===== config.mk =====
export PLATFORM = sky130hd
export DESIGN_NAME = coin_acceptor_flat
export DESIGN_NICKNAME = d
export VERILOG_FILES = /design/src/rtl/coin_if.sv /design/src/rtl/coin_acceptor.sv /design/src/flat_wrapper.sv
export SDC_FILE = /design/constraint.sdc
export NUM_CORES = 1
export LEC_CHECK = 0
export BUFFER_PORTS_ARGS = -buffer_cell sky130_fd_sc_hd__buf_2
export CORE_MARGIN = 5
export CORE_UTILIZATION = 54
export CTS_BUF_LIST = sky130_fd_sc_hd__clkbuf_2
export DETAILED_ROUTE_END_ITERATION = 7
export GPL_ROUTABILITY_DRIVEN = 0
export HOLD_SLACK_MARGIN = 0.08
export MAX_ROUTING_LAYER = met4
export PLACE_DENSITY = 0.77
export SLEW_MARGIN = 10
export SYNTH_ARGS = -nofsm -noshare
export SYNTH_HDL_FRONTEND = slang
export SYNTH_SLANG_ARGS = --single-unit

===== constraint.sdc =====
create_clock -name clock -period 2.6 [get_ports clock]
set_input_delay 0.26 -clock clock [delete_from_list [all_inputs] [get_ports clock]]
set_output_delay 0.26 -clock clock [all_outputs]
set_load 0.03 [all_outputs]

===== src/rtl/coin_if.sv =====
// Coin-acceptor signal bundle: raw sensor lines and accept_en in, clean coin pulses
// and status out. The slave modport is the acceptor side.
interface coin_if #(
    parameter int TOTAL_W = 8
);
    logic               coin_nickel_raw;
    logic               coin_dime_raw;
    logic               accept_en;
    logic               nickel_in;
    logic               dime_in;
    logic               coin_reject;
    logic               busy;
    logic [TOTAL_W-1:0] cents_total;

    modport master (
        output coin_nickel_raw, coin_dime_raw, accept_en,
        input  nickel_in, dime_in, coin_reject, busy, cents_total
    );

    modport slave (
        input  coin_nickel_raw, coin_dime_raw, accept_en,
        output nickel_in, dime_in, coin_reject, busy, cents_total
    );
endinterface


===== src/rtl/coin_acceptor.sv =====
// Coin acceptor front end: synchronizes and debounces two coin sensors, turns rising
// edges into single-cycle credit or reject pulses, and keeps a saturating cents total.
module coin_acceptor #(
    parameter int DEBOUNCE_CYCLES = 4,
    parameter int LOCKOUT_CYCLES  = 8,
    parameter int TOTAL_W         = 8
) (
    input logic   clock,
    input logic   reset,
    coin_if.slave bus
);
    localparam int CNT_W  = 4;
    localparam int LOCK_W = $clog2(LOCKOUT_CYCLES + 1);
    localparam int SUM_W  = TOTAL_W + 1;
    localparam logic [CNT_W-1:0]  DB_LAST   = CNT_W'(DEBOUNCE_CYCLES - 1);
    localparam logic [LOCK_W-1:0] LOCK_LOAD = LOCK_W'(LOCKOUT_CYCLES);

    typedef enum logic [1:0] {
        S_IDLE    = 2'd0,
        S_PULSE   = 2'd1,
        S_LOCKOUT = 2'd2
    } state_t;

    // Channel index 0 is the nickel sensor, index 1 the dime sensor.
    logic [1:0]       w_raw;
    logic [1:0]       r_sync1;
    logic [1:0]       r_sync2;
    logic [1:0]       r_deb;
    logic [1:0]       r_armed;
    logic [1:0]       r_event;
    logic [CNT_W-1:0] r_cnt [2];
    logic [1:0]       r_warm;
    logic             w_warm;

    assign w_raw  = {bus.coin_dime_raw, bus.coin_nickel_raw};
    assign w_warm = (r_warm == 2'd2);

    // NOTE: sequential state uses non-blocking assignments so every flop samples
    // pre-edge values and process order cannot change the result.
    always_ff @(posedge clock or negedge reset) begin
        if (!reset) begin
            r_sync1 <= '0;
            r_sync2 <= '0;
            r_warm  <= '0;
        end else begin
            r_sync1 <= w_raw;
            r_sync2 <= r_sync1;
            if (!w_warm) r_warm <= r_warm + 2'd1;
        end
    end

    // A channel only produces events once its synchronized line has been seen low,
    // so a sensor held high across reset release settles silently.
    always_ff @(posedge clock or negedge reset) begin
        if (!reset) begin
            r_deb   <= '0;
            r_armed <= '0;
            r_event <= '0;
            for (int c = 0; c < 2; c++) r_cnt[c] <= '0;
        end else begin
            for (int c = 0; c < 2; c++) begin
                r_event[c] <= 1'b0;
                if (w_warm && !r_sync2[c]) r_armed[c] <= 1'b1;
                if (r_sync2[c] != r_deb[c]) begin
                    if (r_cnt[c] == DB_LAST) begin
                        r_deb[c]   <= r_sync2[c];
                        r_cnt[c]   <= '0;
                        r_event[c] <= r_sync2[c] & r_armed[c];
                    end else begin
                        r_cnt[c] <= r_cnt[c] + 1'b1;
                    end
                end else begin
                    r_cnt[c] <= '0;
                end
            end
        end
    end

    state_t              r_state;
    state_t              w_state_nxt;
    logic [LOCK_W-1:0]   r_lock;
    logic [LOCK_W-1:0]   w_lock_nxt;
    logic                r_nickel;
    logic                r_dime;
    logic                r_reject;
    logic                w_nickel_nxt;
    logic                w_dime_nxt;
    logic                w_reject_nxt;
    logic [TOTAL_W-1:0]  r_total;
    logic [TOTAL_W-1:0]  w_total_nxt;
    logic [SUM_W-1:0]    w_sum;
    logic [3:0]          w_credit;
    logic                w_any;
    logic                w_one;

    assign w_any = |r_event;
    assign w_one = ^r_event;

    // NOTE: every combinational output gets a default first, so no path through the
    // case statement leaves a signal unassigned and no latch is inferred.
    always_comb begin
        w_state_nxt  = r_state;
        w_lock_nxt   = r_lock;
        w_nickel_nxt = 1'b0;
        w_dime_nxt   = 1'b0;
        w_reject_nxt = 1'b0;
        unique case (r_state)
            S_IDLE: begin
                if (w_any) begin
                    if (w_one && bus.accept_en) begin
                        w_state_nxt  = S_PULSE;
                        w_nickel_nxt = r_event[0];
                        w_dime_nxt   = r_event[1];
                    end else begin
                        w_state_nxt  = S_LOCKOUT;
                        w_lock_nxt   = LOCK_LOAD;
                        w_reject_nxt = 1'b1;
                    end
                end
            end
            S_PULSE: begin
                w_state_nxt  = S_LOCKOUT;
                w_lock_nxt   = LOCK_LOAD;
                w_reject_nxt = w_any;
            end
            S_LOCKOUT: begin
                w_reject_nxt = w_any;
                w_lock_nxt   = r_lock - 1'b1;
                if (r_lock == LOCK_W'(1)) w_state_nxt = S_IDLE;
            end
            default: w_state_nxt = S_IDLE;
        endcase

        w_credit    = w_nickel_nxt ? 4'd5 : (w_dime_nxt ? 4'd10 : 4'd0);
        w_sum       = {1'b0, r_total} + SUM_W'(w_credit);
        w_total_nxt = w_sum[TOTAL_W] ? '1 : w_sum[TOTAL_W-1:0];
    end

    always_ff @(posedge clock or negedge reset) begin
        if (!reset) begin
            r_state  <= S_IDLE;
            r_lock   <= '0;
            r_nickel <= 1'b0;
            r_dime   <= 1'b0;
            r_reject <= 1'b0;
            r_total  <= '0;
        end else begin
            r_state  <= w_state_nxt;
            r_lock   <= w_lock_nxt;
            r_nickel <= w_nickel_nxt;
            r_dime   <= w_dime_nxt;
            r_reject <= w_reject_nxt;
            r_total  <= w_total_nxt;
        end
    end

    assign bus.nickel_in   = r_nickel;
    assign bus.dime_in     = r_dime;
    assign bus.coin_reject = r_reject;
    assign bus.busy        = (r_state != S_IDLE);
    assign bus.cents_total = r_total;
endmodule


===== src/flat_wrapper.sv =====
// flat-port wrapper written by rule: the top's interface ports become plain ports
module coin_acceptor_flat 
#(
    parameter int DEBOUNCE_CYCLES = 4,
    parameter int LOCKOUT_CYCLES  = 8,
    parameter int TOTAL_W         = 8
)
  (clock, reset, bus_coin_nickel_raw, bus_coin_dime_raw, bus_accept_en, bus_nickel_in, bus_dime_in, bus_coin_reject, bus_busy, bus_cents_total);
  coin_if #(.TOTAL_W(TOTAL_W)) bus_i ();
  input logic clock;
  input logic reset;
  input wire logic [$bits(bus_i.coin_nickel_raw)-1:0] bus_coin_nickel_raw;
  input wire logic [$bits(bus_i.coin_dime_raw)-1:0] bus_coin_dime_raw;
  input wire logic [$bits(bus_i.accept_en)-1:0] bus_accept_en;
  output wire logic [$bits(bus_i.nickel_in)-1:0] bus_nickel_in;
  output wire logic [$bits(bus_i.dime_in)-1:0] bus_dime_in;
  output wire logic [$bits(bus_i.coin_reject)-1:0] bus_coin_reject;
  output wire logic [$bits(bus_i.busy)-1:0] bus_busy;
  output wire logic [$bits(bus_i.cents_total)-1:0] bus_cents_total;
  assign bus_i.coin_nickel_raw = bus_coin_nickel_raw;
  assign bus_i.coin_dime_raw = bus_coin_dime_raw;
  assign bus_i.accept_en = bus_accept_en;
  assign bus_nickel_in = bus_i.nickel_in;
  assign bus_dime_in = bus_i.dime_in;
  assign bus_coin_reject = bus_i.coin_reject;
  assign bus_busy = bus_i.busy;
  assign bus_cents_total = bus_i.cents_total;
  coin_acceptor #(.DEBOUNCE_CYCLES(DEBOUNCE_CYCLES), .LOCKOUT_CYCLES(LOCKOUT_CYCLES), .TOTAL_W(TOTAL_W)) u_core (.clock(clock), .reset(reset), .bus(bus_i));
endmodule

==> out/results.txt, run 1 <==
status -> complete, no violations
crit start category -> flip-flop
EDFF count, synth -> 0
Pleak -> 0.971 nW
vias per cell -> 5.35
min-delay worst type -> in2reg
P&R area growth vs syn -> 12.9%
hold path depth -> 3
ANT nets after route -> 0
wire per inst -> 13.3 um
Synth top area share -> 54.3%
Synth Cell Area -> 1710 um2
CP required -> 2.90 ns
crit path DAT -> 2.67 ns
Synth Flop Type -> dfrtp_1
clock sink total -> 37
I/O pin cnt -> 17
PortBufs -> 16
Die ar. -> 4380 um2
Root Driver -> clkbuf_2
FP Rows -> 20
Layout Skew -> 0.0210 ns
Post-synth ARST share -> 100%
post-synth top area cell -> dfrtp_1
Max Clock Freq -> 0.423 GHz
clock-pin slew on the worst setup and hold paths -> 0.19 ns
# DRC -> 0
grt total ovfl -> 0
critical path class -> reg2reg
crit path time final -> 2.36 ns
Hold Path End -> u_core.bus.dime_in
DP Worst Slack -> 0.255 ns
Seq cells post-synth -> 37
core area -> 3050 um2
Unique masters post-synth -> 35
setup ws final -> 0.238 ns
nets -> 195
Pwr Density -> 736 nW/um2
worst-case clock buffer depth -> 2
slew margin rel. -> 47.5%
Die Ht -> 66.2 um
initial antenna violation count -> 0
Iter 0 DRT Violations -> 84
hold_sp -> bus_accept_en
synth top area cells -> dfrtp_1 54%, ha_1 10%, inv_1 2.9%
CTS Buf Count -> 5
Setup Viol. Count Final -> 0
GRT Resource Usage Total -> 16.1%
sequential cell area fraction in the yosys report -> 54.3%
Worst Reg-to-Reg Cells -> 10
Post-CTS Setup Inserts -> 0
Total Power -> 1.42 mW
fin cells -> 220
drt pass-1 iters -> 4
Post-Place Cells -> 209
Ys Warns -> 0
Placed Area -> 1860 um2
Least-Margin Pin Slew -> 0.788 ns
Worst-Skew Late Latency -> 0.39 ns
post-route design area -> 1930 um2
syn_nets -> 167
Peak supply drop -> 0.000298 V
Routed WL -> 2930 um
Initial Util -> 55.9%
count leader, synth -> dfrtp_1
Commonest cells post-synth -> 37 x dfrtp_1, 14 x ha_1, 13 x inv_1
Gate Count Post-Synth -> 147
n_diodes -> 0
proportion of layout cells with a drive suffix above 1 -> 18.2%
Reg2Reg Setup Slack -> 0.24 ns
fin crit share -> 90.9%
unrepaired setup endpoints after global routing -> false
fin. max-slew vios -> 0
Avg Inst Size Synth -> 11.6 um2
crit path max fanout -> 4
largest net degree at the start of global routing -> 38
Via Count -> 1177
FF-to-FF End -> u_core.bus.cents_total[5]
first-pass GRT wire length -> 5140 um
HPWL Detailed -> 2170 um
Max Cap Viol -> 0
level count of the clock H-tree -> 2
CP endpoint kind -> flip-flop
vias in the first global route -> 1233
DIE WIDTH -> 66.2 um
final hold viol count -> 0
Final TNS setup -> 0 ns
CTS tree -> done
Crit Reg-Reg Startpoint -> u_core.r_event[0]
[how the worst max path moves through the flow]
stage | slack, ns | endpoint | startpoint | cells after the start
after floorplan | 0.14 | u_core.bus.cents_total[5] | u_core.r_state[0] | 9
after global placement | 0.39 | u_core.bus.cents_total[7] | u_core.r_event[0] | 10
after detailed placement | 0.25 | u_core.bus.cents_total[5] | u_core.r_event[0] | 10
after CTS | 0.24 | u_core.bus.cents_total[5] | u_core.r_event[0] | 10
after global routing | 0.02 | u_core.bus.cents_total[3] | u_core.r_event[1] | 10
final | 0.24 | u_core.bus.cents_total[5] | u_core.r_event[0] | 10
[area by class of cell]
class,instances,area (um2)
fillers,250,1130
flip-flops and latches,37,926
multi-input cells,97,732
repair buffers,21,125
well taps,44,55.1
inverters,13,48.8
clock buffers,6,30.0
clock inverters,2,10.0
[stage by stage]
step           utilization, %  hold WS (ns)
6_report                 63.1         0.230
5_1_grt                  63.1         0.215
4_1_cts                  63.1         0.223
3_5_place_dp             60.8         0.337
3_3_place_gp             60.8         0.332
2_1_floorplan               -       -0.0356
[where the power goes]
| part | switching (mW) | internal (mW) | leakage (nW) | total (mW) |
|---|---|---|---|---|
| Combinational | 0.243 | 0.189 | 0.471 | 0.432 |
| Sequential | 0.0693 | 0.662 | 0.468 | 0.731 |
| Clock | 0.188 | 0.0675 | 0.0327 | 0.255 |
[placed cells by master (no fill, tap or decap), types with 2 or more instances in the layout]
cell type,n
dfrtp_1,37
xnor2_1,4
ha_1,14
nand3b_1,4
a21oi_1,7
mux2_2,2
clkinv_2,2
nor3_1,6
o21ai_0,7
inv_1,13
clkbuf_2,6
a31oi_1,3
nand2b_1,5
nand2_1,8
nand3_1,6
nor2b_1,2
and4b_1,2
a21o_1,3
buf_4,2
buf_2,16
nor2_1,3
xor2_1,2
nor3b_1,3
dlygate4sd3_1,3
[what timing repair did]
action	4_1_cts	5_1_grt
setup endpoints to repair	0	0
gates resized for setup	0	0
hold endpoints to repair	39	0
hold buffers	3	0
[cells by family (layout without fill, tap and decap cells)]
| family | Yosys count | in the layout | synth area share, % |
|---|---|---|---|
| AND/OR/NAND/NOR | 44 | 44 | 15.2 |
| flip-flops | 37 | 37 | 54.3 |
| AO/OA/AOI/OAI | 29 | 29 | 11.3 |
| adder cells (fa/ha/maj) | 15 | 15 | 11.4 |
| buffers and inverters | 13 | 42 | 2.86 |
| XOR/XNOR | 6 | 6 | 3.08 |
| multiplexers | 3 | 3 | 1.91 |
[per-layer routing]
metal,vias to the layer above,global-route usage [%],share of wire [%]
met4,0,8.38,1.9
met5,-,-,0
met1,573,16.4,40
met3,7,4.08,5.7
met2,28,28.4,52
li1,569,-,-
[worst max-delay path, stage by stage, from the launching register on]
cell and delay, ns:
dfrtp_1 0.38, inv_1 0.06, ha_1 0.31, nand3_1 0.14, nor4_1 0.25, buf_4 0.19, ha_1 0.22, a211o_1 0.33
a31oi_2 0.19, nor3_1 0.06, nand3b_1 0.15
(Power assumes the default switching activity.)
==> inputs of run 2 (changes only) <==
Settings changed: SETUP_SLACK_MARGIN from default to 0.5, SKIP_CTS_REPAIR_TIMING from default to 1.
==> out/results.txt, run 2 (synthesis results as in run 1) <==
first-pass GRT wire length -> 4640 um (-9.8%)
PortBufs -> 16 (unchanged)
P&R area growth vs syn -> 26.1%
crit path DAT -> 2.58 ns (-0.09 ns)
CP endpoint kind -> flip-flop
critical path class -> reg2reg
CP required -> 2.90 ns (about the same)
switching pwr -> 534 uW (+6.9%)
FP Rows -> 20 (unchanged)
setup ws final -> 0.319 ns (+0.0811 ns)
min-delay worst type -> in2reg
hold path depth -> 3 (unchanged)
proportion of layout cells with a drive suffix above 1 -> 31.4% (+13 points)
crit path time final -> 2.28 ns (-0.0811 ns)
Least-Margin Pin Slew -> 0.806 ns (+0.0176 ns)
GRT Resource Usage Total -> 14.2% (-2.0 points)
Root Driver -> clkbuf_2
grt total ovfl -> 0 (unchanged)
met1 usage -> 17.0% (+0.55 points)
Die Ht -> 66.2 um (unchanged)
Setup Viol. Count Final -> 0 (unchanged)
slew margin rel. -> 46.3% (-1.2 points)
wire per inst -> 14.8 um (+11%)
DIE WIDTH -> 66.2 um (unchanged)
# DRC -> 0 (unchanged)
Max Clock Freq -> 0.438 GHz (+3.6%)
P_int -> 1.08 mW (+17%)
CTS tree -> done
Via Count -> 1261 (+7.1%)
CTS Buf Count -> 5 (unchanged)
initial antenna violation count -> 0 (unchanged)
Worst-Skew Late Latency -> 0.39 ns (about the same)
final hold viol count -> 0 (unchanged)
Routed WL -> 3430 um (+17%)
vias in the first global route -> 1094 (-11%)
core area -> 3050 um2 (unchanged)
met2 Use GR -> 22.4% (-5.9 points)
clock-pin slew on the worst setup and hold paths -> 0.19 ns (about the same)
crit start category -> flip-flop
crit path max fanout -> 4 (unchanged)
largest net degree at the start of global routing -> 38 (unchanged)
Worst Reg-to-Reg Cells -> 9 (-1)
Initial Util -> 55.9% (unchanged)
Sw Share -> 33.2% (-2.0 points)
Peak supply drop -> 0.000344 V (+15%)
clock power share -> 22.0% (+4.0 points)
clock sink total -> 37 (unchanged)
Max Cap Viol -> 0 (unchanged)
DP Worst Slack -> 0.279 ns (+0.0247 ns)
most common cell after layout, fill and taps aside -> dfrtp_1
Flop pwr share -> 45.5% (-6.1 points)
Final TNS setup -> 0 ns (unchanged)
fin crit share -> 87.7% (-3.1 points)
Layout Skew -> 0.0206 ns (-0.000415 ns)
vias per cell -> 5.44 (+1.6%)
level count of the clock H-tree -> 2 (unchanged)
drt pass-1 iters -> 6 (+2)
worst-case clock buffer depth -> 2 (unchanged)
fin. max-slew vios -> 0 (unchanged)
Iter 0 DRT Violations -> 112 (+33%)
ANT nets after route -> 0 (unchanged)
GRT busiest layer -> met2
M3 GR Usage -> 4.25% (+0.17 points)
status -> complete, no violations
Pwr Density -> 748 nW/um2 (+1.6%)
Pleak -> 1.03 nW (+6.5%)
nets -> 207 (+6.2%)
Die ar. -> 4380 um2 (unchanged)
Combinational Power Share -> 32.6% (+2.1 points)
n_diodes -> 0 (unchanged)
unrepaired setup endpoints after global routing -> true
HPWL Detailed -> 2020 um (-7.1%)
most frequent cells in the layout -> 37 x dfrtp_1, 16 x buf_2, 13 x buf_4
I/O pin cnt -> 17 (unchanged)
## run 2: layer usage
metal  share of wire (%)  routed length, um
met5                   0                  0
met4                 1.7                 59
met3                 4.4                150
met2                  52               1780
met1                  42               1440
## run 2: stage by stage
| stage | hold slack, ns | power [mW] | cells | instance area, um2 | util (%) |
|---|---|---|---|---|---|
| finish | 0.186 | 1.61 | 232 | 2150 | 70.5 |
| global route | 0.181 | 1.71 | 232 | 2150 | 70.5 |
| CTS | -0.0456 | 1.53 | 215 | 1960 | 64.1 |
| detailed placement | 0.339 | 1.19 | 207 | 1890 | 62.0 |
| global placement | 0.333 | 1.16 | 207 | 1890 | 62.0 |
| floorplan | -0.0356 | 1.08 | 147 | 1760 | - |
## run 2: final timing paths
check / endpoint / slack, ns / startpoint
min in group asynchronous: u_core.r_lock[2] / 0.47 / reset
min reg2reg: u_core.r_sync2[0] / 0.37 / u_core.r_sync1[0]
max: u_core.bus.cents_total[5] / 0.32 / u_core.r_event[0]
max reg2reg: u_core.bus.cents_total[5] / 0.32 / u_core.r_event[0]
max in group asynchronous: u_core.r_cnt[7] / 1.61 / reset
min: u_core.bus.nickel_in / 0.19 / bus_accept_en
## run 2: layout make-up
cell class	instances	area, um2
clock buffer	6	30.0
clock inverter	2	33.8
fill	223	901
inverter	13	48.8
multi-input combinational	97	840
sequential	37	926
tap	44	55.1
timing repair buffer	33	219
## run 2: critical path, cell delays in order, from the launching register on
cell      delay (ns)
dfrtp_1         0.41
inv_2           0.07
ha_4            0.28
nand3_4         0.09
nor4_4          0.25
ha_1            0.29
a211o_1         0.36
a31oi_2         0.24
nor3_1          0.06
nand3b_1        0.15
## run 2: power groups by stage
stage	Sequential, mW	Combinational, mW	Clock [mW]
finish	0.731	0.524	0.353
CTS	0.730	0.450	0.353
global placement	0.733	0.424	0
detailed placement	0.742	0.444	0
global route	0.741	0.586	0.380
floorplan	0.730	0.348	0
==> inputs of run 3 (changes only) <==
Settings changed: CORE_MARGIN 5 to 2.
==> out/results.txt, run 3 (synthesis results as in run 1) <==
Die Ht -> 60.2 um (-9.1%)
clock-pin slew on the worst setup and hold paths -> 0.19 ns (about the same)
P&R area growth vs syn -> 22.9%
worst-case clock buffer depth -> 2 (unchanged)
most common cell after layout, fill and taps aside -> dfrtp_1
final hold viol count -> 0 (unchanged)
ANT nets after route -> 0 (unchanged)
fin crit share -> 83.5% (-4.2 points)
met2 Use GR -> 32.0% (+9.6 points)
wire per inst -> 13.6 um (-8.3%)
Post-Place Cells -> 207 (unchanged)
clock sink total -> 37 (unchanged)
Iter 0 DRT Violations -> 29 (-74%)
first-pass GRT wire length -> 4920 um (+6.1%)
CTS Buf Count -> 5 (unchanged)
crit start category -> flip-flop
crit path max fanout -> 4 (unchanged)
Pleak -> 1.02 nW (-0.95%)
met1 usage -> 21.3% (+4.3 points)
Max Cap Viol -> 0 (unchanged)
Setup Viol. Count Final -> 0 (unchanged)
initial antenna violation count -> 0 (unchanged)
Max Clock Freq -> 0.461 GHz (+5.1%)
Via Count -> 1210 (-4.0%)
GRT busiest layer -> met2
CP max-delay cell -> dfrtp_1
slew margin rel. -> 47.5% (+1.2 points)
status -> complete, no violations
critical path class -> reg2reg
Fillers -> 218 (-2.2%)
crit path DAT -> 2.44 ns (-0.14 ns)
Total Power -> 1.48 mW (-7.8%)
fin cells -> 229 (-1.3%)
Root Driver -> clkbuf_2
vias in the first global route -> 1168 (+6.8%)
Routed WL -> 3100 um (-9.5%)
largest net degree at the start of global routing -> 38 (unchanged)
most frequent cells in the layout -> 37 x dfrtp_1, 16 x buf_2, 11 x buf_4
PortBufs -> 16 (unchanged)
Layout Skew -> 0.0178 ns (-0.00283 ns)
cell chain of the critical path -> inv_2, ha_4, nand3_4, nor4_4, ha_1, a211o_1, and3_4, o21ai_2, a22oi_1
core area -> 3030 um2 (-0.82%)
DIE WIDTH -> 60.2 um (-9.1%)
Peak supply drop -> 0.000395 V (+15%)
proportion of layout cells with a drive suffix above 1 -> 31.4% (-0.032 points)
crit path time final -> 2.17 ns (-0.110 ns)
drt pass-1 iters -> 4 (-2)
HPWL Detailed -> 2020 um (+0.21%)
Final TNS setup -> 0 ns (unchanged)
Pwr Density -> 708 nW/um2 (-5.3%)
min-delay worst type -> in2reg
M3 GR Usage -> 6.06% (+1.8 points)
Die ar. -> 3630 um2 (-17%)
Initial Util -> 56.4% (+0.46 points)
# DRC -> 0 (unchanged)
nets -> 204 (-1.4%)
n_diodes -> 0 (unchanged)
unrepaired setup endpoints after global routing -> true
CP required -> 2.87 ns (-0.03 ns)
I/O pin cnt -> 17 (unchanged)
Reg2Reg Setup Slack -> 0.43 ns (+0.11 ns)
Least-Margin Pin Slew -> 0.787 ns (-0.0186 ns)
FP Rows -> 20 (unchanged)
level count of the clock H-tree -> 2 (unchanged)
CTS tree -> done
grt total ovfl -> 0 (unchanged)
fin. max-slew vios -> 0 (unchanged)
max incr delay on CP -> 0.42 ns (about the same)
Worst-Skew Late Latency -> 0.39 ns (about the same)
GRT Resource Usage Total -> 19.1% (+4.9 points)
vias per cell -> 5.28 (-2.8%)
CP endpoint kind -> flip-flop
run 3: per-stage QoR:
step | area (um2) | utilization [%] | hold WS, ns | worst slack [ns]
finish | 2100 | 69.3 | 0.188 | 0.428
global route | 2100 | 69.3 | 0.173 | 0.347
detailed placement | 1890 | 62.6 | 0.339 | 0.283
global placement | 1890 | 62.6 | 0.332 | 0.356
floorplan | 1760 | - | -0.0356 | 0.410
CTS | 1930 | 63.9 | -0.0822 | 0.226
run 3: path summary, 6_finish.rpt:
| kind | startpoint | endpoint | cells after the start |
|---|---|---|---|
| hold reg to reg | u_core.r_sync1[0] | u_core.r_sync2[0] | 0 |
| min in group asynchronous | reset | u_core.bus.nickel_in | 2 |
| hold / removal | bus_accept_en | u_core.bus.nickel_in | 3 |
| setup / recovery | u_core.r_event[0] | u_core.bus.cents_total[7] | 9 |
| max in group asynchronous | reset | u_core.r_sync2[1] | 2 |
| setup reg to reg | u_core.r_event[0] | u_core.bus.cents_total[7] | 9 |
run 3: power by group:
| group | switching (mW) | internal [mW] | leakage [nW] |
|---|---|---|---|
| Clock | 0.189 | 0.0676 | 0.0327 |
| Sequential | 0.0668 | 0.662 | 0.468 |
| Combinational | 0.270 | 0.229 | 0.525 |
| Total | 0.526 | 0.959 | 1.02 |
run 3: routing by layer:
metal  up-vias  part of all wire [%]
li1        590                     -
met1       599                    45
met2        19                    50
met3         2                   4.3
met4         0                  0.55
met5         -                     0
run 3: worst max-delay path: cells and delay by family (launching register included):
kind | cells | cell delay [ns]
fa+ha+maj | 2 | 0.56
buf+inv | 1 | 0.07
simple gates | 3 | 0.46
compound gates | 3 | 0.54
flops | 1 | 0.42
run 3: final cells by class:
cell class                      count  area, um2  share of cell area (%)
Clock buffer                        6       30.0                    1.43
Clock inverter                      2       10.0                   0.477
Inverter                           13       48.8                    2.33
Multi-Input combinational cell     97        835                    39.8
Sequential cell                    37        926                    44.2
Tap cell                           44       55.1                    2.63
Timing Repair Buffer               30        193                    9.19
